--- config.mk ---
export PLATFORM = sky130hd
export DESIGN_NAME = tqvp_matztron_trng_harvester
export DESIGN_NICKNAME = d
export VERILOG_FILES = /design/src/rtl/tqvp_matztron_trng_harvester.sv
export SDC_FILE = /design/constraint.sdc
export NUM_CORES = 1
export LEC_CHECK = 0
export BUFFER_PORTS_ARGS = -buffer_cell sky130_fd_sc_hd__buf_4
export CELL_PAD_IN_SITES_DETAIL_PLACEMENT = 2
export CELL_PAD_IN_SITES_GLOBAL_PLACEMENT = 2
export CORE_MARGIN = 2
export CORE_UTILIZATION = 38
export CTS_BUF_LIST = sky130_fd_sc_hd__clkbuf_16
export DETAILED_ROUTE_END_ITERATION = 10
export PLACE_DENSITY_LB_ADDON = 0.1
export SYNTH_ARGS = -nofsm -noshare
export SYNTH_HDL_FRONTEND = slang
export SYNTH_SLANG_ARGS = --single-unit
export TNS_END_PERCENT = 5
--- constraint.sdc ---
create_clock -name clk -period 5.2 [get_ports clk]
set_input_delay 0.78 -clock clk [delete_from_list [all_inputs] [get_ports clk]]
set_output_delay 0.78 -clock clk [all_outputs]
set_load 0.01 [all_outputs]
--- src/rtl/tqvp_matztron_trng_harvester.sv ---
// Harvests bytes from a TRNG peripheral and packs them little-endian into 32-bit words.
// A repetition health test trips the block into FAULT. Completed words leave through a 2-entry FWFT FIFO.
module tqvp_matztron_trng_harvester #(
  parameter int unsigned SAMPLE_DIV = 16,
  parameter int unsigned REP_LIMIT  = 4
) (
  input  logic        clk,
  input  logic        rst,
  input  logic        start,
  input  logic        stop,
  input  logic        clear_fail,
  output logic [3:0]  per_address,
  output logic        per_data_write,
  output logic [7:0]  per_data_in,
  input  logic [7:0]  per_data_out,
  output logic        word_valid,
  input  logic        word_ready,
  output logic [31:0] word_data,
  output logic        busy,
  output logic        health_fail
);

  typedef enum logic [2:0] {
    S_IDLE, S_ENABLE, S_WAIT, S_SAMPLE, S_DISABLE, S_FAULT
  } state_e;

  state_e      state_q, state_d;
  logic [7:0]  cnt_q, cnt_d;
  logic [3:0]  run_q, run_d;
  logic [7:0]  prev_q, prev_d;
  logic        first_q, first_d;
  logic [31:0] pack_q, pack_d;
  logic [1:0]  nbytes_q, nbytes_d;
  logic        held_q, held_d;
  logic        fail_q, fail_d;

  logic [31:0] fifo_q [2];
  logic        rdptr_q, wrptr_q;
  logic [1:0]  count_q;

  logic        push, pop, room;
  logic [31:0] push_data;
  logic [3:0]  run_next;
  logic        trip;

  assign pop      = (count_q != 2'd0) && word_ready;
  assign room     = (count_q != 2'd2) || pop;
  assign run_next = (first_q || (per_data_out != prev_q)) ? 4'd1 : run_q + 4'd1;
  assign trip     = (run_next == 4'(REP_LIMIT));

  always_ff @(posedge clk or posedge rst) begin
    if (rst) begin
      state_q  <= S_IDLE;
      cnt_q    <= '0;
      run_q    <= '0;
      prev_q   <= '0;
      first_q  <= 1'b0;
      pack_q   <= '0;
      nbytes_q <= '0;
      held_q   <= 1'b0;
      fail_q   <= 1'b0;
    end else begin
      state_q  <= state_d;
      cnt_q    <= cnt_d;
      run_q    <= run_d;
      prev_q   <= prev_d;
      first_q  <= first_d;
      pack_q   <= pack_d;
      nbytes_q <= nbytes_d;
      held_q   <= held_d;
      fail_q   <= fail_d;
    end
  end

  // A trip or a stop throws away the partial word and any completed word still waiting for FIFO space.
  always_comb begin
    state_d        = state_q;
    cnt_d          = cnt_q;
    run_d          = run_q;
    prev_d         = prev_q;
    first_d        = first_q;
    pack_d         = pack_q;
    nbytes_d       = nbytes_q;
    held_d         = held_q;
    fail_d         = fail_q;
    push           = 1'b0;
    push_data      = pack_q;
    per_address    = 4'd0;
    per_data_write = 1'b0;
    per_data_in    = 8'd0;

    case (state_q)
      S_IDLE: begin
        if (start && !stop) state_d = S_ENABLE;
      end
      S_ENABLE: begin
        per_data_write = 1'b1;
        per_data_in    = 8'h01;
        first_d        = 1'b1;
        cnt_d          = 8'(SAMPLE_DIV - 1);
        state_d        = stop ? S_DISABLE : S_WAIT;
      end
      S_WAIT: begin
        if (stop) begin
          state_d  = S_DISABLE;
          pack_d   = '0;
          nbytes_d = '0;
          held_d   = 1'b0;
        end else begin
          if (held_q && room) begin
            push   = 1'b1;
            held_d = 1'b0;
            pack_d = '0;
          end
          if (cnt_q == 8'd0) begin
            if (!held_q) state_d = S_SAMPLE;
          end else begin
            cnt_d = cnt_q - 8'd1;
          end
        end
      end
      S_SAMPLE: begin
        per_address = 4'd1;
        if (stop) begin
          state_d  = S_DISABLE;
          pack_d   = '0;
          nbytes_d = '0;
          held_d   = 1'b0;
        end else begin
          run_d   = run_next;
          prev_d  = per_data_out;
          first_d = 1'b0;
          if (trip) begin
            fail_d   = 1'b1;
            pack_d   = '0;
            nbytes_d = '0;
            state_d  = S_DISABLE;
          end else begin
            state_d = S_WAIT;
            cnt_d   = 8'(SAMPLE_DIV - 1);
            if (nbytes_q == 2'd3) begin
              nbytes_d = '0;
              if (room) begin
                push      = 1'b1;
                push_data = {per_data_out, pack_q[23:0]};
                pack_d    = '0;
              end else begin
                pack_d = {per_data_out, pack_q[23:0]};
                held_d = 1'b1;
              end
            end else begin
              pack_d[{nbytes_q, 3'b000} +: 8] = per_data_out;
              nbytes_d = nbytes_q + 2'd1;
            end
          end
        end
      end
      S_DISABLE: begin
        per_data_write = 1'b1;
        state_d        = fail_q ? S_FAULT : S_IDLE;
      end
      S_FAULT: begin
        if (clear_fail) begin
          fail_d  = 1'b0;
          state_d = S_IDLE;
        end
      end
      default: state_d = S_IDLE;
    endcase
  end

  always_ff @(posedge clk or posedge rst) begin
    if (rst) begin
      fifo_q[0] <= '0;
      fifo_q[1] <= '0;
      rdptr_q   <= 1'b0;
      wrptr_q   <= 1'b0;
      count_q   <= '0;
    end else begin
      if (push) begin
        fifo_q[wrptr_q] <= push_data;
        wrptr_q         <= ~wrptr_q;
      end
      if (pop) rdptr_q <= ~rdptr_q;
      case ({push, pop})
        2'b10:   count_q <= count_q + 2'd1;
        2'b01:   count_q <= count_q - 2'd1;
        default: count_q <= count_q;
      endcase
    end
  end

  assign word_valid  = (count_q != 2'd0);
  assign word_data   = word_valid ? fifo_q[rdptr_q] : 32'd0;
  assign busy        = (state_q != S_IDLE) && (state_q != S_FAULT);
  assign health_fail = fail_q;

endmodule

==> results of run 1 <==
[layer usage]
metal,vias to the layer above,wire [µm]
met1,3218,9961
met3,27,964
met2,138,11740
met4,0,376
li1,2814,-
met5,-,0
[cells in the mapped netlist (3+ instances only)]
cell type    n  area, µm²
a22o_1       8      70.07
nor2b_1      6      37.54
o211ai_1    67      503.0
xor2_1       5      43.79
o211ai_2    30      375.4
nand2_1    145      544.3
dfrtp_1    128       3203
mux2i_1     33      330.3
o2bb2ai_1   16      140.1
buf_1        3      11.26
a21o_1       3      22.52
mux2_2       4      45.04
inv_1       34      127.6
buf_4       13      97.59
a31oi_1     20      125.1
buf_6        5      56.30
or3_1        3      18.77
nor2_1      69      259.0
nand3_1      6      30.03
o31ai_1      3      22.52
a21oi_1     22      110.1
ha_1        10      125.1
o21ai_0     10      50.05
xnor2_1     12      105.1
clkbuf_1    47      176.4
buf_2       10      50.05
a32o_1       8      80.08
and2_1       3      18.77
o41ai_1     17      148.9
nor3b_1      4      30.03
nand2b_1     5      31.28
[per-stage QoR]
| step | instances | setup slack (ps) |
|---|---|---|
| finish | 1073 | 2004 |
| CTS | 1073 | 2074 |
| global placement | 1043 | 1979 |
| global route | 1073 | 1799 |
| detailed placement | 1043 | 1898 |
| floorplan | 797 | 1007 |
[layout make-up]
class	instances	area share, %
well taps	260	3.922
repair buffers	64	5.792
clock buffers	17	5.128
multi-input cells	555	43.83
flip-flops and latches	128	38.64
inverters	36	1.659
clock inverters	13	1.026
[critical path: stages (launching register included)]
cell and delay [ps]:
dfrtp_1 500, ha_1 410, clkinv_1 490, nor2_1 540, nor2_1 120, o31ai_1 840
a32o_1 230
[worst max path at each step]
stage           startpoint    endpoint  slack (ps)  cells past startpoint
2_1_floorplan          rst    cnt_q[0]        1010                      1
3_3_place_gp          stop  count_q[1]        1980                      8
3_5_place_dp          stop  count_q[1]        1900                      8
4_1_cts        nbytes_q[0]  pack_q[14]        2070                      6
5_1_grt        nbytes_q[0]  pack_q[12]        1800                      6
6_report       nbytes_q[0]  pack_q[12]        2000                      6
[flip-flops by register name (all words and copies together), names as in the netlist]
register	count
rdptr_q	1
first_q	1
health_fail	1
pack_q	32
cnt_q	8
count_q	2
wrptr_q	1
nbytes_q	2
run_q	4
fifo_q	64
held_q	1
prev_q	8
state_q	3
[power by group]
group          internal [µW]  switching [µW]  total [µW]
registers               1120             159        1280
clock network            635             435        1070
logic                    542             674        1220
[kinds of logic after synthesis]
| family | after synthesis | share of synthesized area (%) |
|---|---|---|
| adder cells (fa/ha/maj) | 10 | 1.710 |
| flip-flops | 128 | 43.78 |
| XOR/XNOR | 17 | 2.035 |
| multiplexers | 37 | 5.130 |
| AO/OA/AOI/OAI | 220 | 24.66 |
| AND/OR/NAND/NOR | 261 | 15.44 |
| other | 1 | 0.05125 |
| buffers and inverters | 114 | 7.199 |
==> results.toml, run 1 <==
[critical_path]
path_max_fanout = 18
ff2ff_path_depth = 6
arrival_ps = 3540
r2r-start = "nbytes_q[0]"
crit_path_end_kind = "register"
required_ps = 5540
cp-start-kind = "register"
crit_type = "register to register"
r2r_end = "pack_q[12]"
rrSetupSlack_ps = 2000

[power_and_ir_drop]
p_leak_uw = 0.003651
p_per_area_mw_per_mm2 = 430.4
design_power_total_uw = 3570
ir_drop_mv = 0.2180

[global_route]
use_met1_pct = 30.17
grtUsageMet2_pct = 41.30
grt_pass1_vias = 6812
grt.busiest_layer = "met2"
grt_first_pass_wirelength_mm = 37.49
grtUsageMet3_pct = 4.225
grtUsageTotal_pct = 23.68
antenna_found_initial = 0
grt_max_degree = 79
grt-ovfl-total = 0

[timing]
rsz0062_at_grt = "false"
whs_ps = 499.4
slew_headroom_pct = 16.47
fin_crit_ps = 3196
maxSlewViolCount = 0
finalSetupTns_ps = 0
min_period_over_period_pct = 61.46
fmax_ghz = 0.3129
skew_ps = 12.08
finalHoldViolCount = 0
tightest_slew_ps = 1221
setup_viol = 0

[detailed_routing]
first_iter_violations = 273
wl_per_cell_um = 21.48
drc = 0
ant_nets = 0
avgViaCountPerCell = 5.775
dr.pass1.iters = 4
routed_wl_mm = 23.04
route.vias.total = 6197

[synth]
yosysWarnings = 0
syn_area_mm2 = 0.007317
synth_cells = 788
synth_ff_type = "dfrtp_1"
yosysUniqueCellTypes = 60
synth_edf_count = 0
ys_ff_latch = 128
async_flop_share_pct = 100.0
yosysSeqAreaShare_pct = 43.78
syn_avg_cell_area_um2 = 9.286

[clock_tree]
clk_latency_ps = 420
clock-sinks = 128
cts_resized = 0
post-cts-setup-buffer-count = 0
htreeDepth = 4
clk_pin_slew_ps = 60
ctsLongestPathBuffers = 2
cts_buffers = 17
cts_tree = "built"
hold_buffers = 0
clock-root-buffer = "clkbuf_16"

[status]
status = "finished, final reports clean"

[placed_design]
place_congestion = 0.8202
dpl.hpwl_mm = 15.08
port_buffers = 51
placed_cell_area_mm2 = 0.007785

[layout]
area_delta_synth_final_pct = 13.37
final_util_pct = 44.05
seq_area_mm2 = 0.003206
antenna_cells = 0
fill_cells = 2008
drive_gt1_share_pct = 17.10
final_common_cell = "nand2_1"
multi_input_area_mm2 = 0.003636
final_cell_mix = "nand2_1, dfrtp_1, nor2_1"
layout.nets = 826
final_area_mm2 = 0.008295

[die]
die_area_mm2 = 0.02038
fp-row-count = 50
core_mm2 = 0.01883
start_util_pct = 38.86
fp.dieW_um = 142.8
pin_count = 62
dieHeight_um = 142.8

[flow_run]
cap_violations = 0

[hold_path]
hp-class = "primary input to asynchronous set/reset pin"
Note: power is estimated with default switching activity, not from simulation.
==> inputs of run 2 (changes only) <==
--- a/config.mk
+++ b/config.mk
@@ -9,7 +9,7 @@
 export CELL_PAD_IN_SITES_DETAIL_PLACEMENT = 2
 export CELL_PAD_IN_SITES_GLOBAL_PLACEMENT = 2
 export CORE_MARGIN = 2
-export CORE_UTILIZATION = 38
+export CORE_UTILIZATION = 34
 export CTS_BUF_LIST = sky130_fd_sc_hd__clkbuf_16
 export DETAILED_ROUTE_END_ITERATION = 10
 export PLACE_DENSITY_LB_ADDON = 0.1
==> constraint.sdc (replaced) <==
create_clock -name clk -period 2.7 [get_ports clk]
set_input_delay 0.405 -clock clk [delete_from_list [all_inputs] [get_ports clk]]
set_output_delay 0.405 -clock clk [all_outputs]
set_load 0.01 [all_outputs]
==> run 2 against run 1 <==
  * Combinational power rose by 110%
  * Sequential power rose by 90%
  * Largest cell class unchanged
  * Clock power rose by 110%
  * Highest routed layer unchanged
  * First-iteration DRC count rose by 17%
  * Worst hold slack got worse by 400 ps
  * Register-to-register slack got worse by 1900 ps
  * Worst setup slack got worse by 1900 ps
==> results.toml, run 2 (same netlist as run 1, synthesis figures left out) <==
[clock_tree]
clock-sinks = 128
hold_buffers = 0
clk_latency_ps = 420
cts_tree = "built"
htreeDepth = 4
clk_pin_slew_ps = 60
cts_buffers = 17
clock-root-buffer = "clkbuf_16"
ctsLongestPathBuffers = 2

[power_and_ir_drop]
ir_drop_mv = 0.4429
combPwrFrac_pct = 34.8
internal-power_uw = 4714
p_leak_uw = 0.003806
design_power_total_uw = 7229
power_frac_clock_pct = 31.6
p_sw_uw = 2515
swShare_pct = 34.79
p_seq_share_pct = 33.6
p_per_area_mw_per_mm2 = 838.8

[timing]
fmax_ghz = 0.3815
fin_crit_ps = 2621
maxSlewViolCount = 0
whs_ps = 95.29
setup_viol = 0
rsz0062_at_grt = "true"
tightest_slew_ps = 690.5
slew_headroom_pct = 53.87
finalHoldViolCount = 0
skew_ps = 9.786
min_period_over_period_pct = 97.09

[detailed_routing]
route.vias.total = 6192
first_iter_violations = 320
wl_per_cell_um = 21.22
dr.pass1.iters = 4
avgViaCountPerCell = 5.563
drc = 0
ant_nets = 0
routed_wl_mm = 23.62

[die]
dieHeight_um = 150.7
pin_count = 62
core_mm2 = 0.02109
fp-row-count = 53
fp.dieW_um = 150.7
start_util_pct = 34.70
die_area_mm2 = 0.02271

[critical_path]
crit_path_end_kind = "register"
path_max_fanout = 24
cp-start-kind = "register"
worstPathCellList = "ha_1 -> nor4b_1 -> o311ai_2 -> nor3_4 -> buf_4 -> buf_6 -> o41ai_1 -> a21oi_1"
crit_type = "register to register"
required_ps = 3020
slowest_stage = "dfrtp_1"
arrival_ps = 2940
slowest_delay_ps = 430

[placed_design]
place_congestion = 0.8200
dp.cells = 1080
port_buffers = 51
placed_cell_area_mm2 = 0.008020
dpl.hpwl_mm = 16.15

[layout]
drive_gt1_share_pct = 20.05
largest_reg_flops = 64
area_delta_synth_final_pct = 17.78
top_register = "fifo_q"
fin_cells = 1113
antenna_cells = 0
final_cell_mix = "nand2_1, dfrtp_1, buf_4"
final_area_mm2 = 0.008618
layout.nets = 849
final_common_cell = "nand2_1"
top_regs = "fifo_q (64), pack_q (32)"

[global_route]
grtUsageTotal_pct = 22.28
grt_pass1_vias = 6988
grt_first_pass_wirelength_mm = 39.15
grt_max_degree = 65
antenna_found_initial = 0
grt-ovfl-total = 0

[flow_run]
cap_violations = 0

[status]
status = "finished, final reports clean"

[hold_path]
hp-class = "primary input to asynchronous set/reset pin"
[run 2: cell types whose count changed in the layout (fill, tap and decap cells not counted), sizes merged]
| cell | before | now |
|---|---|---|
| bufinv | 1 | 3 |
| clkinvlp | 1 | 4 |
| buf | 64 | 87 |
| inv | 39 | 36 |
[run 2: final timing paths]
check                      slack, ps  cells after the start  startpoint    endpoint
min reg2reg                      510                      1  pack_q[26]  pack_q[26]
min in group clk                 190                      2  clear_fail  state_q[0]
max in group asynchronous       1900                      3         rst   pack_q[0]
max                               80                      8    run_q[1]  fifo_q[26]
min                              100                      2         rst   prev_q[5]
max reg2reg                       80                      8    run_q[1]  fifo_q[26]
[run 2: final cells by class]
type | count | area [µm²]
fillers | 2274 | 12470
multi-input cells | 555 | 3645
flip-flops and latches | 128 | 3206
repair buffers | 87 | 706.9
clock buffers | 17 | 425.4
well taps | 275 | 344.1
clock inverters | 15 | 152.6
inverters | 36 | 138.9
[run 2: worst max-delay path, delay by kind of cell, from the launching register on]
| kind | cells | cell delay, ps |
|---|---|---|
| and+or+nand+nor | 2 | 700 |
| AOI/OAI and AO/OA | 3 | 560 |
| buffers and inverters | 2 | 570 |
| adders and majority gates | 1 | 260 |
| DFF | 1 | 430 |
[run 2: metal layers]
metal	up-vias	track usage (%)	part of all wire [%]
met1	3231	28.72	45
met2	77	39.18	52
met4	0	4.907	0.90
li1	2870	-	-
met3	14	3.727	2.2
met5	-	0	0
[run 2: per-stage QoR]
step	util [%]	setup TNS (ps)	setup slack [ps]
after floorplan	-	0	151.2
final	40.87	0	78.52
after global placement	38.03	0	246.4
after CTS	40.77	0	27.02
after global routing	40.87	-1065	-76.68
after detailed placement	38.03	0	32.00
[run 2: power by group through the flow]
stage	registers, µW	clock network (µW)	logic, µW
CTS	2430	2350	2580
global route	2470	2430	2780
detailed placement	2460	0	2560
floorplan	2360	0	1520
global placement	2430	0	2450
finish	2430	2290	2520
[run 2: what timing repair did]
item / in CTS / in global routing
buffers inserted: 0 / 1
endpoints found under the setup margin: 0 / 64
resized for setup: 0 / 3
